### src/rtl/mem_access_arbiter_pkg.sv
// Shared types and default widths for the single-port SRAM access arbiter.
package mem_access_arbiter_pkg;

    typedef enum logic [0:0] {
        IDLE   = 1'b0,
        LOCKED = 1'b1
    } mem_arb_state_t;

    localparam int MEM_ARB_ADDR_W      = 10;
    localparam int MEM_ARB_DATA_W      = 16;
    localparam int MEM_ARB_NUM_CLIENTS = 4;

endpackage

### src/rtl/mem_arb_priority_pick.sv
// Combinational one-hot picker: first valid client found scanning upward
// from start_i, wrapping at N-1.
module mem_arb_priority_pick #(
    parameter int N     = 4,
    parameter int PTR_W = $clog2(N)
) (
    input  logic [N-1:0]     valid_i,
    input  logic [PTR_W-1:0] start_i,
    output logic [N-1:0]     grant_o
);

    logic [PTR_W-1:0] idx_s;
    logic             found_s;

    // rotating scan; the first hit wins and later hits are ignored
    always_comb begin
        grant_o = '0;
        found_s = 1'b0;
        idx_s   = start_i;
        for (int i = 0; i < N; i++) begin
            if (!found_s && valid_i[idx_s]) begin
                grant_o[idx_s] = 1'b1;
                found_s        = 1'b1;
            end else begin
                found_s = found_s;
            end
            idx_s = (idx_s == PTR_W'(N - 1)) ? '0 : idx_s + PTR_W'(1);
        end
    end

endmodule

### src/rtl/mem_access_arbiter.sv
// Arbitrates NUM_CLIENTS requesters onto one single-port SRAM bank with lock support.
// Define MEM_ARB_ROUND_ROBIN_EN for round-robin priority; otherwise lowest index wins.
module mem_access_arbiter
    import mem_access_arbiter_pkg::*;
#(
    parameter int NUM_CLIENTS = MEM_ARB_NUM_CLIENTS,
    parameter int ADDR_W      = MEM_ARB_ADDR_W,
    parameter int DATA_W      = MEM_ARB_DATA_W
) (
    input  logic                          clk,
    input  logic                          rst_n,
    input  logic [NUM_CLIENTS-1:0]        req_valid,
    input  logic [NUM_CLIENTS-1:0]        req_write,
    input  logic [NUM_CLIENTS-1:0]        req_lock,
    input  logic [NUM_CLIENTS*ADDR_W-1:0] req_addr,
    input  logic [NUM_CLIENTS*DATA_W-1:0] req_wdata,
    output logic [NUM_CLIENTS-1:0]        req_ready,
    output logic [NUM_CLIENTS-1:0]        rsp_valid,
    output logic [DATA_W-1:0]             rsp_data,
    output logic                          mem_write_en,
    output logic                          mem_read_en,
    output logic                          mem_chip_en,
    output logic [ADDR_W-1:0]             mem_write_addr,
    output logic [ADDR_W-1:0]             mem_read_addr,
    output logic [DATA_W-1:0]             mem_write_data,
    input  logic [DATA_W-1:0]             mem_read_data
);

    localparam int IDX_W = $clog2(NUM_CLIENTS);

    mem_arb_state_t           state_q, state_d;
    logic [IDX_W-1:0]         owner_q, owner_d;
    logic [NUM_CLIENTS-1:0]   tag_q, tag_d;

    logic [IDX_W-1:0]         pick_start_s;
    logic [NUM_CLIENTS-1:0]   pick_grant_s;
    logic [IDX_W-1:0]         pick_idx_s;
    logic [NUM_CLIENTS-1:0]   grant_raw_s;
    logic [NUM_CLIENTS-1:0]   grant_s;
    logic [IDX_W-1:0]         sel_idx_s;
    logic                     any_grant_s;
    logic                     is_write_s;
    logic [ADDR_W-1:0]        addr_a [NUM_CLIENTS];
    logic [DATA_W-1:0]        wdata_a [NUM_CLIENTS];

    mem_arb_priority_pick #(
        .N     (NUM_CLIENTS),
        .PTR_W (IDX_W)
    ) u_pick (
        .valid_i (req_valid),
        .start_i (pick_start_s),
        .grant_o (pick_grant_s)
    );

    // encode the picker's one-hot result as an index
    always_comb begin
        pick_idx_s = '0;
        for (int i = 0; i < NUM_CLIENTS; i++) begin
            pick_idx_s = pick_grant_s[i] ? IDX_W'(i) : pick_idx_s;
        end
    end

    // lock FSM: in LOCKED only the recorded owner can be served
    always_comb begin
        state_d     = state_q;
        owner_d     = owner_q;
        grant_raw_s = '0;
        sel_idx_s   = pick_idx_s;
        case (state_q)
            IDLE: begin
                grant_raw_s = pick_grant_s;
                if ((|pick_grant_s) && req_lock[pick_idx_s]) begin
                    state_d = LOCKED;
                    owner_d = pick_idx_s;
                end else begin
                    state_d = IDLE;
                end
            end
            LOCKED: begin
                sel_idx_s = owner_q;
                if (req_valid[owner_q]) begin
                    grant_raw_s[owner_q] = 1'b1;
                    state_d = req_lock[owner_q] ? LOCKED : IDLE;
                end else begin
                    state_d = IDLE;
                end
            end
            default: begin
                state_d = IDLE;
            end
        endcase
    end

    // unpack the flattened per-client buses
    always_comb begin
        for (int i = 0; i < NUM_CLIENTS; i++) begin
            addr_a[i]  = req_addr[i*ADDR_W +: ADDR_W];
            wdata_a[i] = req_wdata[i*DATA_W +: DATA_W];
        end
    end

    // bank drive; nothing is granted while reset is held
    always_comb begin
        grant_s        = rst_n ? grant_raw_s : '0;
        any_grant_s    = |grant_s;
        is_write_s     = req_write[sel_idx_s];
        req_ready      = grant_s;
        mem_chip_en    = any_grant_s;
        mem_write_en   = any_grant_s & is_write_s;
        mem_read_en    = any_grant_s & ~is_write_s;
        mem_write_addr = mem_write_en ? addr_a[sel_idx_s]  : '0;
        mem_write_data = mem_write_en ? wdata_a[sel_idx_s] : '0;
        mem_read_addr  = mem_read_en  ? addr_a[sel_idx_s]  : '0;
        tag_d          = mem_read_en  ? grant_s : '0;
    end

    // state, lock owner and read-response tag
    always_ff @(posedge clk) begin
        if (!rst_n) begin
            state_q <= IDLE;
            owner_q <= '0;
            tag_q   <= '0;
        end else begin
            state_q <= state_d;
            owner_q <= owner_d;
            tag_q   <= tag_d;
        end
    end

`ifdef MEM_ARB_ROUND_ROBIN_EN
    logic [IDX_W-1:0] ptr_q, ptr_d;

    // advance past the client just served, but only for beats won in IDLE
    always_comb begin
        if ((state_q == IDLE) && any_grant_s) begin
            ptr_d = (pick_idx_s == IDX_W'(NUM_CLIENTS - 1)) ? '0 : pick_idx_s + IDX_W'(1);
        end else begin
            ptr_d = ptr_q;
        end
    end

    // round-robin pointer
    always_ff @(posedge clk) begin
        if (!rst_n) begin
            ptr_q <= '0;
        end else begin
            ptr_q <= ptr_d;
        end
    end

    assign pick_start_s = ptr_q;
`else
    assign pick_start_s = '0;
`endif

    // reset kills a pending response in the same cycle it is asserted
    assign rsp_valid = rst_n ? tag_q : '0;
    assign rsp_data  = (rst_n && (|tag_q)) ? mem_read_data : '0;

endmodule

### config.mk
export PLATFORM = sky130hd
export DESIGN_NAME = mem_access_arbiter
export DESIGN_NICKNAME = d
export VERILOG_FILES = /design/src/rtl/mem_access_arbiter_pkg.sv /design/src/rtl/mem_arb_priority_pick.sv /design/src/rtl/mem_access_arbiter.sv
export SDC_FILE = /design/constraint.sdc
export NUM_CORES = 1
export LEC_CHECK = 0
export CORE_MARGIN = 4
export CORE_UTILIZATION = 27
export DETAILED_ROUTE_END_ITERATION = 8
export PLACE_DENSITY = 0.9
export SLEW_MARGIN = 20
export SYNTH_ARGS = -nofsm -noshare
export SYNTH_HDL_FRONTEND = slang
export SYNTH_SLANG_ARGS = --single-unit
### constraint.sdc
create_clock -name clk -period 1.9 [get_ports clk]
set_input_delay 0.19 -clock clk [delete_from_list [all_inputs] [get_ports clk]]
set_output_delay 0.19 -clock clk [all_outputs]
set_load 0.02 [all_outputs]
# --- Word-level counts from Yosys, hierarchy flattened ---
# Index checks and enable logic that the tools add are counted.
# Widths: inputs -> output; s select.
op_classes:
  magnitude_cmp: 5
  mux: 39
  bitwise_logic: 5
  n_reduce_logical: 14
op_table:
  columns: ["cell", "count"]
  rows:
  - ["$mux 16", 4]
  - ["$mux 10", 4]
  - ["$bmux 16 s2", 1]
  - ["$bmux 10 s2", 1]
  - ["$mux 4", 4]
  - ["$mux 1", 13]
  - ["$reduce_or 4->1", 3]
  - ["$lt 2x3->1 const B", 3]
  - ["$bmux 1 s2", 4]
  - ["$mux 2", 4]
  - ["$pmux 4 s2", 1]
  - ["$logic_and 1x1->1", 6]
  - ["$reduce_and 2->1", 2]
  - ["$ge 3x3->1 const B", 1]
  - ["$logic_not 1->1", 3]
  - ["$mux 3", 1]
  - ["$not 2->3", 1]
  - ["$and 1x1->1", 2]
  - ["$demux 1 s2", 1]
  - ["$ge 2x1->1 const B", 1]
  - ["$not 1->1", 2]
  - ["$pmux 1 s2", 1]
word_totals:
  regBits: 7
  inputBits: 134

# --- Longest topological paths before layout ---
logic_depth:
  depth_word: 19
  mapped_depth: 9
  mapped_depth_nobuf: 6

# --- Hierarchy ---
# From an unflattened synthesis, not the netlist that was laid out.
hier_totals:
  hier_cells: 212
  hier_area_um2: 1974.4
modules_own_cells:
  columns: ["module", "n_inst", "cells_per_inst", "area_each_um2", "seq_area_each_um2"]
  rows:
  - ["mem_access_arbiter", 1, 159, 1554.0, 140.1]
  - ["mem_arb_priority_pick", 1, 53, 420.4, 0.0]

# --- Least setup slack after synthesis ---
# OpenSTA, ideal clock, no wires.
synth_timing:
  path_type: "reg-to-output"
  start: "register state_q"
  end: "output port mem_read_addr[0]"
  arrival_ns: 1.812
  required_time_ns: 1.710
  slack_ns: -0.102
  path_stages_with_launch: 8
  n_path_buf: 2
  path_cell_list: "dfxtp_1 nor2_1 a221o_1 buf_2 a221oi_4 o21ai_2 buf_6 nor2_1"
synth_between:
  elab_chain_cells: 6
synth_lines:
  columns: ["element", "line_no", "rtl"]
  rows:
  - ["from (decl)", "mem_access_arbiter.sv:31", "mem_arb_state_t state_q, state_d;"]
  - ["from (signal assigned)", "mem_access_arbiter.sv:124", "state_q <= state_d;"]
  - ["$not 1->1 (no source line) or $mux 2 (tied branches)", null, null]
  - ["$pmux 4 s2, or another cell as far along", "mem_access_arbiter.sv:69", "case (state_q)"]
  - ["$mux 4, or another cell as far along", "mem_access_arbiter.sv:104", "grant_s = rst_n ? grant_raw_s : '0;"]
  - ["$reduce_or 4->1, or another cell as far along", "mem_access_arbiter.sv:105", "any_grant_s = |grant_s;"]
  - ["$and 1x1->1 or $mux 10 (tied branches)", "mem_access_arbiter.sv:110, mem_access_arbiter.sv:113", null]
  - ["$mux 10 *", "mem_access_arbiter.sv:113", "mem_read_addr = mem_read_en ? addr_a[sel_idx_s] : '0;"]
  - ["to (decl)", "mem_access_arbiter.sv:24", "output logic [ADDR_W-1:0] mem_read_addr,"]
# Every way passes the cells marked *; elsewhere a longest branch is shown, timed or not. The select of a mux whose other input is x is not followed.

# --- Worst setup path in the final report ---
layout_timing:
  start: "register state_q"
  end: "output port mem_write_data[8]"
layout_between:
  elab_chain_cells: 6
layout_lines:
  columns: ["element", "line_no", "rtl"]
  rows:
  - ["$not 1->1 (no source line) or $mux 2 (tied branches)", null, null]
  - ["$pmux 4 s2 or $not 2->3 (tied branches)", "mem_access_arbiter.sv:69, mem_access_arbiter.sv:112", null]
  - ["$mux 4 or $bmux 16 s2 (tied branches)", "mem_access_arbiter.sv:104, mem_access_arbiter.sv:112", null]
  - ["$reduce_or 4->1 or $mux 16 (tied branches)", "mem_access_arbiter.sv:105, mem_access_arbiter.sv:112", null]
  - ["$and 1x1->1 or $mux 16 (tied branches)", "mem_access_arbiter.sv:109, mem_access_arbiter.sv:112", null]
  - ["$mux 16 *", "mem_access_arbiter.sv:112", "mem_write_data = mem_write_en ? wdata_a[sel_idx_s] : '0;"]
  - ["to (decl)", "mem_access_arbiter.sv:25", "output logic [DATA_W-1:0] mem_write_data,"]
# Marked as above.

==> key figures <==
Yosys
  – Synth Area in Compound Gates: 0.111
  – Cell count after synthesis: 237
  – Mapped Avg Cell Area: 7.99 um2
  – Synth top area cells: mux2i_1 (28%), dfxtp_1 (7.4%), and2_1 (7.3%)
  – Mapped Nets: 371
  – Post-synth top area share: 0.280
  – Largest family of logic cells by synthesized area: simple AND/OR/NAND/NOR gates
  – Simple-gate share of the synthesized area: 0.367
  – Post-synth top area cell: mux2i_1
  – Xor/xnor cell area share of the yosys netlist: 0
  – Synthesized cell area: 1890 um2
  – Yosys reg bits: 7
  – Post-synthesis mux area share: 0.340
  – Yosys warning total: 0
  – Synth cell types: 38
  – Sequential share of the synthesized area: 0.0740
  – Post-Synth Adder-Cell Area: 0

Critical path
  – Crit start category: register
  – R2R cell count: 7
  – Crit path max fanout: 6
  – Critical path class: reg -> out
  – Ordered list of cells on the worst path: or4_4 -> a221oi_4 -> nor3_4 -> buf_4 -> buf_4 -> and3_1 -> buf_4
  – CP endpoint kind: output port
  – Critical path's slowest cell: or4_4
  – Most frequent CP cell: buf_4
  – Setup crit end: mem_write_data[8]
  – RR Startpoint: state_q
  – CP arrival: 2.19 ns
  – Req. time, crit path: 1.71 ns
  – CP startpoint: state_q
  – Reg2reg end: tag_q[0]
  – Slowest cell delay on critical path: 0.53 ns
  – Slack of the worst reg-to-reg path: 0.11 ns

Routing
  – Iter 0 DRT Violations: 45
  – Vias per cell: 4.69
  – Via count: 2715
  – DR pass1 iterations: 4
  – Final WL: 9520 um
  – Drc violations: 0
  – Drt wl/cell: 16.4 um
  – Routed Antenna Nets: 0

Timing
  – Min Tclk post-route: 2.38 ns
  – Slew @ Worst Pin: 0.395 ns
  – Hold WS: 0.483 ns
  – Final setup fails: 39
  – FMAX: 0.420 GHz
  – Number of hold violations in the final report: 0
  – Relative slew slack: 0.736
  – Fin crit share: 1.25
  – Max-slew violations: 0
  – Final WS setup: -0.478 ns
  – Setup TNS: -16.00 ns
  – RSZ-0062 raised after global routing: true
  – Layout Skew: 0.00404 ns

Run status
  – Failing checks: setup timing
  – Outcome: finished with violations

CTS
  – Worst-skew pair later-pin latency: 0.23 ns
  – Hold-fix buffers, CTS: 0
  – Clk buf depth: 2
  – Root buf cell: clkbuf_8
  – CTS tree: yes
  – CTS Buf Count: 3
  – TritonCTS Sinks: 7
  – Reg clk slew, reported paths: 0.04 ns
  – Htree depth: 1

Finish
  – Share of cells above drive strength 1: 0.350
  – Most common cell after layout, fill and taps aside: clkdlybuf4s50_1
  – Final instance area: 4720 um2
  – Non-filler cells in the finished layout: 579
  – Syn-to-layout area delta: 149%
  – Total Nets Final: 618
  – Most frequent cells in the layout: clkdlybuf4s50_1 (132), mux2i_1 (50), buf_6 (49)
  – Fill cells: 507
  – Ant diodes: 0

Floorplan
  – Core area: 6790 um2
  – Die W: 91.7 um
  – Die height: 91.7 um
  – FP Rows: 30
  – I/O pin total: 197
  – Die area: 8420 um2
  – Initial Util: 0.279

Place
  – Placer Congestion: 0.866
  – IO Port Bufs: 196
  – Placed Area: 4280 um2
  – Hpwl dp: 7460 um
  – Placed Cells: 553

Pwr
  – Cell leakage power: 2.08 nW
  – Total power: 1.93 mW
  – Pwr dens: 409 nW/um2
  – VDD IR max: 0.577 mV

GRT
  – First-pass GRT wire length: 14200 um
  – Vias in the first global route: 2889
  – Initial antenna violation count: 0
  – GRT overflow: 0
  – Overall Global Routing Usage: 0.206
  – Maximum number of pins on one net before global-route repair: 17

Worst hold path
  – Min-delay worst type: in -> reg

Run
  – Max-cap viol count: 0
-- stage by stage --
stage	setup slack (ns)	util
after detailed placement	-1.08	0.630
after global placement	-1.00	0.630
after CTS	-0.514	0.673
after global routing	-0.549	0.694
final	-0.478	0.694
after floorplan	-0.0136	-
-- timing repair --
item	4_1_cts	5_1_grt
cloned	2	3
setup endpoints to repair	67	41
resized for setup	283	28
setup buffers	12	8
pin swaps	6	7
-- Yosys cell counts --
cell,number
nor2_1,18
a21boi_0,1
and2_1,22
a221o_1,2
mux2_2,10
a221oi_4,2
nand3_1,4
nor3_4,1
buf_2,3
a21oi_1,3
clkbuf_1,4
inv_1,10
o211ai_1,5
nor2b_1,2
nor2b_4,9
dfxtp_1,7
and3b_1,2
nor3b_2,1
o21ai_2,1
nand3b_1,1
a21o_1,1
buf_12,1
o41a_1,1
and3_1,17
mux2i_1,53
or4_4,1
o21ai_0,2
buf_4,2
o41ai_2,1
nand2_2,1
nor4_1,1
o31a_1,1
nor3_1,1
a221oi_2,1
buf_6,9
nand2b_1,1
nand2_1,34
and4_4,1
-- where the power goes --
group	leakage, nW	switching (mW)	internal [mW]
combinational	2.00	0.650	0.893
clock	0.0228	0.0702	0.146
sequential	0.0583	0.0131	0.157
total	2.08	0.733	1.19
-- cells by family after synthesis --
logic type      count (synthesis)
mux                            63
buf+inv                        29
flops                           7
simple gates                  117
compound gates                 21
-- per-layer routing --
metal	track usage	share of wire
met3	0.0599	0.076
met4	0.0408	0.012
met5	0	0
met2	0.417	0.55
met1	0.205	0.36
-- critical path, delay by kind of cell, from the launching register on --
kind | cells | cell delay [ns]
DFF | 1 | 0.36
and+or+nand+nor | 3 | 0.77
buffers and inverters | 3 | 0.45
AOI/OAI and AO/OA | 1 | 0.38
-- how the worst min path moves through the flow --
stage            startpoint          to  slack [ns]  cells past startpoint
2_1_floorplan  req_valid[2]    tag_q[2]        0.40                      2
3_3_place_gp     owner_q[1]  owner_q[1]        0.65                      3
3_5_place_dp     owner_q[1]  owner_q[1]        0.65                      3
4_1_cts               rst_n     state_q        0.47                      2
5_1_grt               rst_n     state_q        0.51                      2
6_report              rst_n     state_q        0.48                      2
-- sequential cells by signal, indices dropped and copies added (netlist names) --
| register | cells |
|---|---|
| tag_q | 4 |
| owner_q | 2 |
| state_q | 1 |
-- final cells by class --
type | count | area (um2) | share of cell area
timing repair buffer | 261 | 2600 | 0.551
multi-input combinational | 201 | 1770 | 0.375
sequential | 7 | 145 | 0.0308
tap | 96 | 120 | 0.0255
clock buffer | 4 | 45.0 | 0.00955
inverter | 10 | 37.5 | 0.00796
Power figures use the tool's default switching activity.
